===== src/rtl/fpnew_classify_arbiter_pkg.sv =====
// Shared types and helpers for the FCLASS arbiter slice.
// Contents:
//   fp_format_e        supported floating-point formats
//   exp_bits/man_bits  field widths per format
//   fp_width           total operand width per format
//   fp_info_t          classifier output flags
//   classmask_t        RISC-V FCLASS 10-bit result mask
//   CLS_*              FCLASS bit positions
//   fp_info_to_class   classifier flags + sign -> one-hot FCLASS mask
package fpnew_classify_arbiter_pkg;

    typedef enum logic [2:0] {
        FP32    = 3'd0,
        FP64    = 3'd1,
        FP16    = 3'd2,
        FP8     = 3'd3,
        FP16ALT = 3'd4
    } fp_format_e;

    function automatic int unsigned exp_bits(fp_format_e fmt);
        case (fmt)
            FP64:    return 11;
            FP16:    return 5;
            FP8:     return 5;
            default: return 8;
        endcase
    endfunction

    function automatic int unsigned man_bits(fp_format_e fmt);
        case (fmt)
            FP64:    return 52;
            FP16:    return 10;
            FP8:     return 2;
            FP16ALT: return 7;
            default: return 23;
        endcase
    endfunction

    function automatic int unsigned fp_width(fp_format_e fmt);
        return 1 + exp_bits(fmt) + man_bits(fmt);
    endfunction

    typedef struct packed {
        logic is_normal;
        logic is_subnormal;
        logic is_zero;
        logic is_inf;
        logic is_nan;
        logic is_signalling;
        logic is_quiet;
        logic is_boxed;
    } fp_info_t;

    typedef logic [9:0] classmask_t;

    localparam int unsigned CLS_NEG_INF  = 0;
    localparam int unsigned CLS_NEG_NORM = 1;
    localparam int unsigned CLS_NEG_SUB  = 2;
    localparam int unsigned CLS_NEG_ZERO = 3;
    localparam int unsigned CLS_POS_ZERO = 4;
    localparam int unsigned CLS_POS_SUB  = 5;
    localparam int unsigned CLS_POS_NORM = 6;
    localparam int unsigned CLS_POS_INF  = 7;
    localparam int unsigned CLS_SNAN     = 8;
    localparam int unsigned CLS_QNAN     = 9;

    // NaN is tested first so an unboxed operand (flagged as quiet NaN by the
    // classifier) maps to the quiet-NaN bit whatever its sign bit says.
    function automatic classmask_t fp_info_to_class(fp_info_t info, logic sign);
        classmask_t mask;
        mask = '0;
        if (info.is_nan) begin
            if (info.is_signalling) mask[CLS_SNAN] = 1'b1;
            else                    mask[CLS_QNAN] = 1'b1;
        end else if (info.is_inf) begin
            if (sign) mask[CLS_NEG_INF] = 1'b1;
            else      mask[CLS_POS_INF] = 1'b1;
        end else if (info.is_zero) begin
            if (sign) mask[CLS_NEG_ZERO] = 1'b1;
            else      mask[CLS_POS_ZERO] = 1'b1;
        end else if (info.is_subnormal) begin
            if (sign) mask[CLS_NEG_SUB] = 1'b1;
            else      mask[CLS_POS_SUB] = 1'b1;
        end else begin
            if (sign) mask[CLS_NEG_NORM] = 1'b1;
            else      mask[CLS_POS_NORM] = 1'b1;
        end
        return mask;
    endfunction

endpackage


===== src/rtl/fpnew_classify_arbiter_classifier.sv =====
// Operand classifier (fpnew_classifier interface).
// Ports:
//   operands_i  NumOperands x WIDTH operands
//   is_boxed_i  NaN-boxing flag per operand; unboxed operands read as quiet NaN
//   info_o      classification flags per operand
module fpnew_classifier
    import fpnew_classify_arbiter_pkg::*;
#(
    parameter fp_format_e  FpFormat    = FP32,
    parameter int unsigned NumOperands = 1,
    localparam int unsigned WIDTH      = fp_width(FpFormat)
) (
    input  logic     [NumOperands-1:0][WIDTH-1:0] operands_i,
    input  logic     [NumOperands-1:0]            is_boxed_i,
    output fp_info_t [NumOperands-1:0]            info_o
);

    localparam int unsigned EXP_BITS = exp_bits(FpFormat);
    localparam int unsigned MAN_BITS = man_bits(FpFormat);

    for (genvar i = 0; i < NumOperands; i++) begin : gen_op
        logic [EXP_BITS-1:0] exponent;
        logic [MAN_BITS-1:0] mantissa;
        logic                boxed;
        logic                exp_max;
        logic                nan_pattern;

        always_comb begin
            exponent    = operands_i[i][WIDTH-2 -: EXP_BITS];
            mantissa    = operands_i[i][MAN_BITS-1:0];
            boxed       = is_boxed_i[i];
            exp_max     = (exponent == '1);
            nan_pattern = exp_max && (mantissa != '0);

            info_o[i].is_normal     = boxed && (exponent != '0) && !exp_max;
            info_o[i].is_subnormal  = boxed && (exponent == '0) && (mantissa != '0);
            info_o[i].is_zero       = boxed && (exponent == '0) && (mantissa == '0);
            info_o[i].is_inf        = boxed && exp_max && (mantissa == '0);
            info_o[i].is_nan        = !boxed || nan_pattern;
            info_o[i].is_signalling = boxed && nan_pattern && !mantissa[MAN_BITS-1];
            info_o[i].is_quiet      = (!boxed || nan_pattern) &&
                                      !(boxed && nan_pattern && !mantissa[MAN_BITS-1]);
            info_o[i].is_boxed      = boxed;
        end
    end

endmodule


===== src/rtl/fpnew_classify_arbiter_rr.sv =====
// Round-robin arbiter with internal pointer.
// Ports:
//   clk, rst     clock and asynchronous active-high reset
//   req          request vector
//   enable       grants are only issued while high
//   grant        one-hot grant (all zero when nothing granted)
//   index        index of the granted requester
//   grant_valid  a grant is issued this cycle
// The pointer moves to one past the winner after a grant and holds otherwise.
module fpnew_rr_arbiter #(
    parameter int unsigned  NumReq = 4,
    localparam int unsigned IdxW   = $clog2(NumReq)
) (
    input  logic              clk,
    input  logic              rst,
    input  logic [NumReq-1:0] req,
    input  logic              enable,
    output logic [NumReq-1:0] grant,
    output logic [IdxW-1:0]   index,
    output logic              grant_valid
);

    logic [IdxW-1:0] ptr;
    int unsigned     slot;

    always_comb begin
        grant       = '0;
        index       = '0;
        grant_valid = 1'b0;
        slot        = 0;
        for (int unsigned k = 0; k < NumReq; k++) begin
            slot = 32'(ptr) + k;
            if (slot >= NumReq) slot = slot - NumReq;
            if (enable && !grant_valid && req[slot]) begin
                grant[slot] = 1'b1;
                index       = IdxW'(slot);
                grant_valid = 1'b1;
            end
        end
    end

    always_ff @(posedge clk or posedge rst) begin
        if (rst) begin
            ptr <= '0;
        end else if (grant_valid) begin
            ptr <= (index == IdxW'(NumReq - 1)) ? '0 : index + 1'b1;
        end
    end

endmodule


===== src/rtl/fpnew_classify_arbiter.sv =====
// Shares one FCLASS classifier among NumReq requesters with round-robin
// arbitration and a registered result stage.
// Ports:
//   clk_i, rst_i     clock, asynchronous active-high reset
//   req_valid_i      request valid per requester
//   req_ready_o      one-hot accept, per requester
//   req_operand_i    operand per requester
//   req_is_boxed_i   NaN-boxing flag per requester
//   req_tag_i        opaque tag per requester
//   flush_i          kill in-flight result(s), no grant this cycle
//   out_valid_o      result valid
//   out_ready_i      downstream accepts the result
//   out_class_o      one-hot FCLASS mask
//   out_tag_o        tag of the classified request
//   out_req_id_o     index of the granted requester
//   busy_o           result valid or any request pending
// Build option: FPNEW_CLASSIFY_SKID_EN adds a 2-entry skid buffer behind the
// result register so req_ready_o no longer depends on out_ready_i.
module fpnew_classify_arbiter
    import fpnew_classify_arbiter_pkg::*;
#(
    parameter fp_format_e   FpFormat = FP32,
    parameter int unsigned  NumReq   = 4,
    parameter int unsigned  TagWidth = 4,
    localparam int unsigned WIDTH    = fp_width(FpFormat),
    localparam int unsigned IdxW     = $clog2(NumReq)
) (
    input  logic                              clk_i,
    input  logic                              rst_i,
    input  logic [NumReq-1:0]                 req_valid_i,
    output logic [NumReq-1:0]                 req_ready_o,
    input  logic [NumReq-1:0][WIDTH-1:0]      req_operand_i,
    input  logic [NumReq-1:0]                 req_is_boxed_i,
    input  logic [NumReq-1:0][TagWidth-1:0]   req_tag_i,
    input  logic                              flush_i,
    output logic                              out_valid_o,
    input  logic                              out_ready_i,
    output classmask_t                        out_class_o,
    output logic [TagWidth-1:0]               out_tag_o,
    output logic [IdxW-1:0]                   out_req_id_o,
    output logic                              busy_o
);

    logic                 free;
    logic                 enable;
    logic                 grant_valid;
    logic [IdxW-1:0]      grant_idx;
    logic [0:0][WIDTH-1:0] sel_operand;
    logic                 sel_boxed;
    logic [TagWidth-1:0]  sel_tag;
    fp_info_t [0:0]       info;
    classmask_t           sel_class;

    // Holding off grants during reset keeps every ready low while rst_i is high.
    assign enable = free && !flush_i && !rst_i;

    fpnew_rr_arbiter #(.NumReq(NumReq)) u_arb (
        .clk         (clk_i),
        .rst         (rst_i),
        .req         (req_valid_i),
        .enable      (enable),
        .grant       (req_ready_o),
        .index       (grant_idx),
        .grant_valid (grant_valid)
    );

    always_comb begin
        sel_operand[0] = req_operand_i[grant_idx];
        sel_boxed      = req_is_boxed_i[grant_idx];
        sel_tag        = req_tag_i[grant_idx];
    end

    fpnew_classifier #(.FpFormat(FpFormat), .NumOperands(1)) u_cls (
        .operands_i (sel_operand),
        .is_boxed_i (sel_boxed),
        .info_o     (info)
    );

    assign sel_class = fp_info_to_class(info[0], sel_operand[0][WIDTH-1]);
    assign busy_o    = out_valid_o || (|req_valid_i);

`ifdef FPNEW_CLASSIFY_SKID_EN
    typedef struct packed {
        classmask_t          cls;
        logic [TagWidth-1:0] tag;
        logic [IdxW-1:0]     id;
    } entry_t;

    // Entry 0 is the result register, entries 1..2 form the skid buffer;
    // together a 3-deep FIFO whose head drives the outputs.
    entry_t     entries [3];
    logic [1:0] count;
    logic       pop;
    logic [1:0] wr_slot;

    assign free = (count != 2'd3);

    always_comb begin
        pop     = (count != 2'd0) && out_ready_i;
        wr_slot = count - {1'b0, pop};
    end

    always_ff @(posedge clk_i or posedge rst_i) begin
        if (rst_i) begin
            count   <= 2'd0;
            entries <= '{default: '0};
        end else if (flush_i) begin
            count <= 2'd0;
        end else begin
            if (pop) begin
                for (int unsigned k = 0; k < 2; k++) entries[k] <= entries[k+1];
            end
            // Placed after the shift so a same-edge push wins the shared slot.
            if (grant_valid) entries[wr_slot] <= '{cls: sel_class, tag: sel_tag, id: grant_idx};
            count <= count - {1'b0, pop} + {1'b0, grant_valid};
        end
    end

    assign out_valid_o  = (count != 2'd0);
    assign out_class_o  = entries[0].cls;
    assign out_tag_o    = entries[0].tag;
    assign out_req_id_o = entries[0].id;
`else
    assign free = !out_valid_o || out_ready_i;

    always_ff @(posedge clk_i or posedge rst_i) begin
        if (rst_i) begin
            out_valid_o  <= 1'b0;
            out_class_o  <= '0;
            out_tag_o    <= '0;
            out_req_id_o <= '0;
        end else if (flush_i) begin
            out_valid_o <= 1'b0;
        end else if (grant_valid) begin
            out_valid_o  <= 1'b1;
            out_class_o  <= sel_class;
            out_tag_o    <= sel_tag;
            out_req_id_o <= grant_idx;
        end else if (out_ready_i) begin
            out_valid_o <= 1'b0;
        end
    end
`endif

endmodule


===== config.mk =====
export PLATFORM = sky130hd
export DESIGN_NAME = fpnew_classify_arbiter
export DESIGN_NICKNAME = d
export VERILOG_FILES = /design/src/rtl/fpnew_classify_arbiter_pkg.sv /design/src/rtl/fpnew_classify_arbiter_classifier.sv /design/src/rtl/fpnew_classify_arbiter_rr.sv /design/src/rtl/fpnew_classify_arbiter.sv
export SDC_FILE = /design/constraint.sdc
export NUM_CORES = 1
export LEC_CHECK = 0
export BUFFER_PORTS_ARGS = -buffer_cell sky130_fd_sc_hd__buf_2
export CAP_MARGIN = 20
export CORE_UTILIZATION = 30
export DETAILED_ROUTE_END_ITERATION = 12
export GPL_TIMING_DRIVEN = 0
export PLACE_DENSITY = 0.66
export REMOVE_ABC_BUFFERS = 1
export SLEW_MARGIN = 30
export SYNTH_ARGS = -nofsm -noshare
export SYNTH_HDL_FRONTEND = slang
export SYNTH_SLANG_ARGS = --single-unit

===== constraint.sdc =====
create_clock -name clk_i -period 4.2 [get_ports clk_i]
set_input_delay 0.84 -clock clk_i [delete_from_list [all_inputs] [get_ports clk_i]]
set_output_delay 0.84 -clock clk_i [all_outputs]
set_load 0.05 [all_outputs]

==> results_dict.tcl, run 1 <==
set metrics [dict create \
    status "complete, no violations" \
    ant_nets 0 \
    cts_root_buffer "clkbuf_8" \
    port_buffers 177 \
    grt_use_total_pct 18.6 \
    yosysUniqueCellTypes 47 \
    cts.clk_slew.worst_paths_ns 0.07 \
    wl_per_cell_um 13.4 \
    final-max-slew-violation-count 0 \
    hold_path_class "reg2reg" \
    ios 178 \
    synth_ff_type "dfrtp_1" \
    coreArea_mm2 0.00639 \
    overflow 0 \
    cpMaxStageDelayCell "dfrtp_2" \
    async_flop_share_pct 100 \
    dpl-instance-area_mm2 0.00296 \
    leakage_uw 0.00147 \
    finalWorstSetupSlack_ns 0.230 \
    die-area_mm2 0.00700 \
    synth-seq-area-share_pct 23.8 \
    synth_cells 241 \
    cts.sinks 19 \
    die_h_um 83.7 \
    drtPass1Iterations 6 \
    critPathRequiredTime_ns 3.36 \
    ys_ff_latch 19 \
    place_inst 484 \
    final_cells 488 \
    crit_path_start_kind "flop" \
    numCtsBuffers 3 \
    cts_tree "yes" \
    cap_violations 0 \
    dp_hpwl_mm 5.60 \
    grt-busiest-layer "met2" \
    crit_path_end_kind "output pin" \
    cts_setup_buffers 0 \
    critPathKind "reg2out" \
    yosysWarnings 0 \
    initial_utilization_pct 31.3 \
    grt_pass1_wl_mm 11.0 \
    post-route-period-util_pct 94.5 \
    cp_cell_sequence "inv_1 > ha_2 > mux2_4 > mux2_4 > nor4b_4 > a222oi_1 > nand2_1 > buf_2" \
    grt_max_degree 20 \
    utilization_pct 47.3 \
    synth_area_per_cell_um2 8.30 \
    synth_edf_count 0 \
    synth_top_area_share_pct 23.8 \
    setup_viol 0 \
    antenna_found_initial 0 \
    max-vdd-ir-drop_v 0.000190 \
    hold_viol 0 \
    tightestPinTransition_ns 0.727 \
    clock_skew_ns 0.00137 \
    cp.arrival_ns 3.13 \
    fill_cells 665 \
    post_route_cells_drive_above_1_share_pct 49.4 \
    synth_common_cells "nand2_1, mux2i_1, nor4_1, dfrtp_1, nor2_1" \
    power_density_mw_per_mm2 270 \
    first_iter_violations 89 \
    drc 0 \
    min_period_ns 3.97 \
    clockBufferDepth 2 \
    viasPerCell 5.21 \
    grt_pass1_vias 2464 \
    grt_util_met3_pct 1.19 \
    gp_congestion 0.851 \
    area_delta_synth_final_pct 51.1 \
    synth.largest_area_cell "dfrtp_1" \
    diodes 0 \
    vias 2543 \
    fin_area_mm2 0.00302 \
    yosysMostFrequentCell "nand2_1" \
    gr-usage-met2_pct 35.0 \
    h-tree-depth 1 \
    globalRouteMet1Util_pct 23.2 \
    synth_area_mm2 0.00200 \
    fin_nets 577 \
    clkLatencyLatePin_ns 0.25 \
    path_max_fanout 13 \
    cp_slowest_stage_delay_ns 0.54 \
    synthTopCellsByArea "dfrtp_1, mux2i_1, nor4_1, ha_1, nand2_1" \
    place_ws_ns 0.280 \
    rows 29 \
    cp_common_cell "mux2_4" \
    drt_wl_total_mm 6.53 \
    max_slew_margin_pct 51.5 \
    fmax_ghz 0.252 \
    die_w_um 83.7 \
    rsz0062_at_grt "false" \
]
[cell usage in the layout (no fill, tap or decap), types with 5 or more instances in the layout]
| master | netlist | layout |
|---|---|---|
| o31ai_1 | 7 | 7 |
| nor3_1 | 9 | 9 |
| nand2_1 | 27 | 27 |
| inv_1 | 5 | 5 |
| nand4_1 | 15 | 15 |
| o21ai_0 | 13 | 12 |
| dfrtp_1 | 19 | 17 |
| nor4_1 | 22 | 22 |
| nor2_1 | 16 | 16 |
| mux2i_1 | 23 | 23 |
| a21oi_1 | 7 | 7 |
| buf_2 | 3 | 177 |
| ha_1 | 9 | 8 |
[area by class of cell]
type | count | area (um2) | area share (%)
multi-input cells | 203 | 1460 | 48.3
repair buffers | 180 | 923 | 30.5
flip-flops and latches | 19 | 478 | 15.8
well taps | 77 | 96.3 | 3.19
clock buffers | 3 | 41.3 | 1.37
inverters | 5 | 18.8 | 0.621
clock inverters | 1 | 5.00 | 0.166
[metrics by stage]
step,TNS [ns],power [uW],hold WS (ns)
4_1_cts,0,818,0.485
5_1_grt,0,869,0.502
6_report,0,815,0.477
2_1_floorplan,-14.72,528,0.751
3_3_place_gp,-36.67,674,0.456
3_5_place_dp,0,689,0.468
[flip-flops by register name, indices dropped and copies added, names as in the netlist]
register / count
out_class_o: 10
out_req_id_o: 2
u_arb.ptr: 2
out_tag_o: 4
out_valid_o: 1
[what timing repair did]
action                                  in CTS  in global routing
endpoints found under the setup margin       4                  2
hold buffers                                 0                  0
pin swaps                                    0                  0
gates resized for setup                      1                  2
[power by group]
part | internal [uW] | switching (uW)
Combinational | 181 | 266
Clock | 65.9 | 61.0
Sequential | 212 | 29.0
[cell families after synthesis]
family	share of synthesized area, %
compound gates	16.8
fa+ha+maj	5.63
buf+inv	4.56
flops	23.8
mux	17.9
simple gates	31.4
[layer usage]
metal / share of wire [%] / wire length (um) / vias up
met3: 4.5 / 293 / 4
met1: 42 / 2770 / 1172
li1: - / - / 1276
met4: 0.70 / 46 / 0
met5: 0 / 0 / -
met2: 52 / 3420 / 91
[critical path: cells and delay by family, from the launching register on]
kind | cells | cell delay (ns)
flops | 1 | 0.54
mux | 2 | 0.62
simple gates | 2 | 0.54
buf+inv | 2 | 0.49
compound gates | 1 | 0.19
fa+ha+maj | 1 | 0.49
[final timing paths]
check,from,endpoint,slack (ns),cells after the start
min,out_class_o[4],out_class_o[4],0.48,2
min reg2reg,out_class_o[4],out_class_o[4],0.48,2
max in group asynchronous,rst_i,u_arb.ptr[1],2.99,2
min in group asynchronous,rst_i,out_valid_o,0.71,2
max,u_arb.ptr[0],req_ready_o[0],0.23,8
max reg2reg,u_arb.ptr[0],out_class_o[0],0.66,9
Note: power is estimated with default switching activity, not from simulation.
==> inputs of run 2 (changes only) <==
- CELL_PAD_IN_SITES_DETAIL_PLACEMENT: default -> 0
- CELL_PAD_IN_SITES_GLOBAL_PLACEMENT: default -> 2
- CORE_UTILIZATION: 30 -> 18
- PLACE_DENSITY: 0.66 -> default
- PLACE_DENSITY_LB_ADDON: default -> 0.1
==> run 2 against run 1 <==
Compared with the run above:
- combinational power increased by 1%
- sequential share of layout area fell by 0.41 points
- critical path type unchanged
- register-to-register slack got worse by 0.08 ns
- sequential power about the same
- largest power group unchanged
- global-route usage decreased by 5.4 points
==> results_dict.tcl, run 2 (synthesized netlist as in run 1, its figures left out) <==
set metrics [dict create \
    drtPass1Iterations 6 \
    cp-endpoint "req_ready_o[0]" \
    clock_skew_ns 0.000582 \
    cp_common_cell "mux2_4" \
    cp_cell_sequence "inv_1 > ha_2 > mux2_4 > mux2_4 > nor4b_4 > a222oi_1 > nand2_1 > buf_2" \
    grt_pass1_wl_mm 12.0 \
    viasPerCell 4.60 \
    status "complete, no violations" \
    hold_path_class "reg2reg" \
    cp.depth 8 \
    cts-hold-fix-buffers 0 \
    finalWorstSetupSlack_ns 0.231 \
    die_w_um 107 \
    cts.sinks 19 \
    overflow 0 \
    antenna_found_initial 0 \
    reg2reg_to "out_class_o[6]" \
    rows 38 \
    dpl-instance-area_mm2 0.00305 \
    max-vdd-ir-drop_v 0.000107 \
    dp_hpwl_mm 6.54 \
    die_h_um 107 \
    setup_viol 0 \
    die-area_mm2 0.0115 \
    min_period_ns 3.97 \
    ios 178 \
    post_route_cells_drive_above_1_share_pct 49.1 \
    final_common_cell "buf_2" \
    place_ws_ns 0.123 \
    hold_viol 0 \
    path_max_fanout 13 \
    clockBufferDepth 2 \
    cts_tree "yes" \
    numCtsBuffers 3 \
    crit_path_start_kind "flop" \
    fmax_ghz 0.252 \
    leakage_uw 0.00147 \
    total_power_uw 823 \
    drt_wl_total_mm 7.66 \
    first_iter_violations 60 \
    area_delta_synth_final_pct 55.2 \
    h-tree-depth 1 \
    cp_slowest_stage_delay_ns 0.54 \
    crit_path_start "u_arb.ptr[0]" \
    largest_reg_flops 10 \
    cts.clk_slew.worst_paths_ns 0.07 \
    r2r_cells 10 \
    fin_nets 577 \
    fill_cells 1226 \
    grt_use_total_pct 13.2 \
    tightestPinTransition_ns 0.749 \
    final_cells 551 \
    ant_nets 0 \
    crit_path_end_kind "output pin" \
    cpMaxStageDelayCell "dfrtp_2" \
    coreArea_mm2 0.0108 \
    vias 2534 \
    r2r-start "u_arb.ptr[0]" \
    final_cell_mix "buf_2, nand2_1, mux2i_1, nor4_1, dfrtp_1" \
    largest_register "out_class_o" \
    wl_per_cell_um 13.9 \
    cp.arrival_ns 3.13 \
    clkLatencyLatePin_ns 0.25 \
    reg2reg_slack_ns 0.58 \
    post-route-period-util_pct 94.5 \
    cts_setup_buffers 0 \
    diodes 0 \
    max_slew_margin_pct 50.0 \
    top_regs "out_class_o: 10 flops, out_tag_o: 4 flops" \
    drc 0 \
    grt_max_degree 20 \
    initial_utilization_pct 18.5 \
    fin_area_mm2 0.00310 \
    critPathKind "reg2out" \
    critPathRequiredTime_ns 3.36 \
    holdPathStages 2 \
    port_buffers 177 \
    worst_path_dominant_cell_family "multiplexers" \
    critPathBufInv 2 \
    cap_violations 0 \
    final-max-slew-violation-count 0 \
    power_density_mw_per_mm2 265 \
    grt_pass1_vias 2496 \
    cts_root_buffer "clkbuf_8" \
    gp_congestion 0.763 \
    place_inst 547 \
]
run 2: cell count changes in the layout (fill, tap and decap cells not counted), sizes merged:
| cell | before | now |
|---|---|---|
| clkbuf | 3 | 4 |
| clkinv | 1 | 0 |
run 2: power by group:
part	switching, uW	internal, uW
logic	270	182
clock network	61.6	67.5
registers	30.3	212
total	362	461
run 2: metrics by stage:
step	utilization, %	hold WS [ns]	TNS [ns]
global placement	27.6	0.460	-44.73
detailed placement	28.2	0.465	0
floorplan	-	0.751	-14.72
CTS	28.6	0.482	0
finish	28.6	0.474	0
global route	28.6	0.515	-0.00537
run 2: worst register-to-register path, stage by stage, from the launching register on:
cell and delay (ns):
dfrtp_2 0.54, inv_1 0.26, ha_2 0.51, mux2_4 0.33
a21o_1 0.18, a211oi_4 0.53, buf_8 0.23, mux2i_1 0.27
mux2i_1 0.19, and3_1 0.23, a32o_1 0.24
run 2: how the worst min path moves through the flow:
stage                    start               to  slack [ns]
6_report          out_tag_o[2]     out_tag_o[2]        0.47
5_1_grt        out_req_id_o[0]  out_req_id_o[0]        0.52
2_1_floorplan  out_req_id_o[1]  out_req_id_o[1]        0.75
4_1_cts        out_req_id_o[0]  out_req_id_o[0]        0.48
3_5_place_dp   out_req_id_o[0]  out_req_id_o[0]        0.46
3_3_place_gp      out_tag_o[1]     out_tag_o[1]        0.46
run 2: per-layer routing:
layer	vias to the layer above	wire, um	part of all wire [%]	global-route usage [%]
met2	111	3720	49	23.4
li1	1276	-	-	-
met4	0	97	1.3	3.13
met3	9	545	7.1	2.54
met1	1138	3300	43	16.3
met5	-	0	0	0
run 2: repair_timing:
action / in CTS / in global routing
pin swaps: 0 / 1
endpoints found under the hold margin: 0 / 0
endpoints found under the setup margin: 4 / 4
resized for setup: 1 / 2
run 2: cell type report:
cell class	instances	area [um2]	area share, %
Timing Repair Buffer	180	927	29.9
Multi-Input combinational cell	203	1460	47.0
Sequential cell	19	478	15.4
Clock buffer	4	45.0	1.45
Tap cell	140	175	5.64
Inverter	5	18.8	0.605
==> inputs of run 3 (changes only) <==
- ABC_CLOCK_PERIOD_IN_PS: default -> 4200
- RECOVER_POWER: default -> 100
==> run 3 against run 2 <==
Compared with the run above:
- count of clock-buffer cells in the layout is the same
- maximum frequency barely moved
- sequential share of layout area grew 0.28 points
- sequential power is essentially flat
- largest cell class unchanged
- largest power group unchanged
==> results_dict.tcl, run 3 (synthesized netlist as in run 1, its figures left out) <==
set metrics [dict create \
    h-tree-depth 1 \
    final_common_cell "buf_2" \
    post-route-period-util_pct 94.4 \
    port_buffers 177 \
    path_max_fanout 13 \
    coreArea_mm2 0.0108 \
    critPathKind "reg2out" \
    final-max-slew-violation-count 0 \
    fin_area_mm2 0.00305 \
    grt_max_degree 20 \
    wl_per_cell_um 13.9 \
    grt_util_met3_pct 2.54 \
    fin_nets 577 \
    globalRouteMet1Util_pct 16.3 \
    grt_use_total_pct 13.2 \
    cts.clk_slew.worst_paths_ns 0.07 \
    setup_viol 0 \
    hold_viol 0 \
    grt_pass1_wl_mm 12.0 \
    cpMaxStageDelayCell "dfrtp_2" \
    tightestPinTransition_ns 1.32 \
    largest_register "out_class_o" \
    clockBufferDepth 2 \
    initial_utilization_pct 18.5 \
    cts_root_buffer "clkbuf_8" \
    clock_skew_ns 0.000582 \
    hold_path_class "reg2reg" \
    finalSetupTns_ns 0 \
    overflow 0 \
    crit_path_start "u_arb.ptr[0]" \
    rows 38 \
    top_regs "out_class_o: 10 flops, out_tag_o: 4 flops" \
    dp_hpwl_mm 6.54 \
    diodes 0 \
    ant_nets 0 \
    final_cells 551 \
    cp_slowest_stage_delay_ns 0.55 \
    max-vdd-ir-drop_v 0.000106 \
    min_period_ns 3.97 \
    final_cell_mix "buf_2, nand2_1, mux2i_1, nor4_1, clkbuf_1" \
    area_delta_synth_final_pct 52.4 \
    clkLatencyLatePin_ns 0.25 \
    ios 178 \
    drc 0 \
    cts.sinks 19 \
    critPathRequiredTime_ns 3.36 \
    cp_cell_sequence "inv_1 > ha_2 > mux2_1 > mux2_4 > nor4b_4 > a222oi_1 > nand2_1 > buf_2" \
    post_route_cells_drive_above_1_share_pct 43.8 \
    viasPerCell 4.59 \
    hold_path_startpoint "out_tag_o[2]" \
    power_density_mw_per_mm2 265 \
    worst_path_dominant_cell_family "multiplexers" \
    die-area_mm2 0.0115 \
    die_h_um 107 \
    numCtsBuffers 3 \
    place_inst 547 \
    dpl-instance-area_mm2 0.00305 \
    die_w_um 107 \
    antenna_found_initial 0 \
    drt_wl_total_mm 7.68 \
    cts_tree "yes" \
    crit_path_end_kind "output pin" \
    rsz0062_at_grt "false" \
    vias 2529 \
    grt-busiest-layer "met2" \
    first_iter_violations 61 \
    fill_cells 1236 \
    max_slew_margin_pct 10.9 \
    r2r-start "u_arb.ptr[0]" \
    gr-usage-met2_pct 23.4 \
    gp_congestion 0.763 \
    cp.arrival_ns 3.13 \
    fmax_ghz 0.252 \
    status "complete, no violations" \
    cap_violations 0 \
    leakage_uw 0.00139 \
    crit_path_start_kind "flop" \
    largest_reg_flops 10 \
    cts_setup_buffers 0 \
    total_power_uw 809 \
    grt_pass1_vias 2496 \
    drtPass1Iterations 6 \
    utilization_pct 28.1 \
    critPathBufInv 2 \
]
==> run 3: cell types whose count changed in the layout (fill, tap and decap cells not counted), sizes merged <==
cell / change
buf: -20
clkbuf: +20
==> run 3: final cells by class <==
class / instances / area [um2] / area share [%]
flip-flops and latches: 19 / 478 / 15.7
clock buffers: 4 / 45.0 / 1.48
multi-input cells: 203 / 1440 / 47.2
inverters: 5 / 18.8 / 0.616
well taps: 140 / 175 / 5.74
repair buffers: 180 / 893 / 29.3
==> run 3: power by group <==
part	internal, uW	switching, uW	leakage, uW
combinational	169	268	0.00112
sequential	212	31.2	0.000244
clock	67.5	61.6	0.0000228
==> run 3: repair_timing <==
action	in CTS	in global routing
hold buffers	0	0
pin swaps	0	1
gates resized for setup	1	2
setup endpoints to repair	4	4
gates cloned	0	0
==> run 3: tightest hold or removal path, stage by stage (launching register included) <==
cell,delay (ns)
dfrtp_1,0.35
nand2_1,0.04
o21ai_0,0.06
==> run 3: path summary, 6_finish.rpt <==
kind	endpoint	slack [ns]	depth (start not counted)
worst max-delay path	req_ready_o[0]	0.23	8
worst min-delay path	out_tag_o[2]	0.48	2
worst max register to register	out_class_o[4]	0.36	10
worst min register to register	out_tag_o[2]	0.48	2
max in group asynchronous	u_arb.ptr[1]	2.97	2
min in group asynchronous	out_valid_o	0.71	2
==> run 3: stage by stage <==
| step | setup slack (ns) | hold WS [ns] |
|---|---|---|
| after global placement | -3.05 | 0.460 |
| after CTS | 0.00982 | 0.482 |
| final | 0.234 | 0.479 |
| after floorplan | -1.23 | 0.751 |
| after global routing | 0.0118 | 0.517 |
| after detailed placement | 0.123 | 0.465 |
==> run 3: routing by layer <==
metal | vias up | routed length (um)
met5 | - | 0
met4 | 0 | 97
met3 | 9 | 562
met2 | 113 | 3700
met1 | 1132 | 3320
li1 | 1275 | -
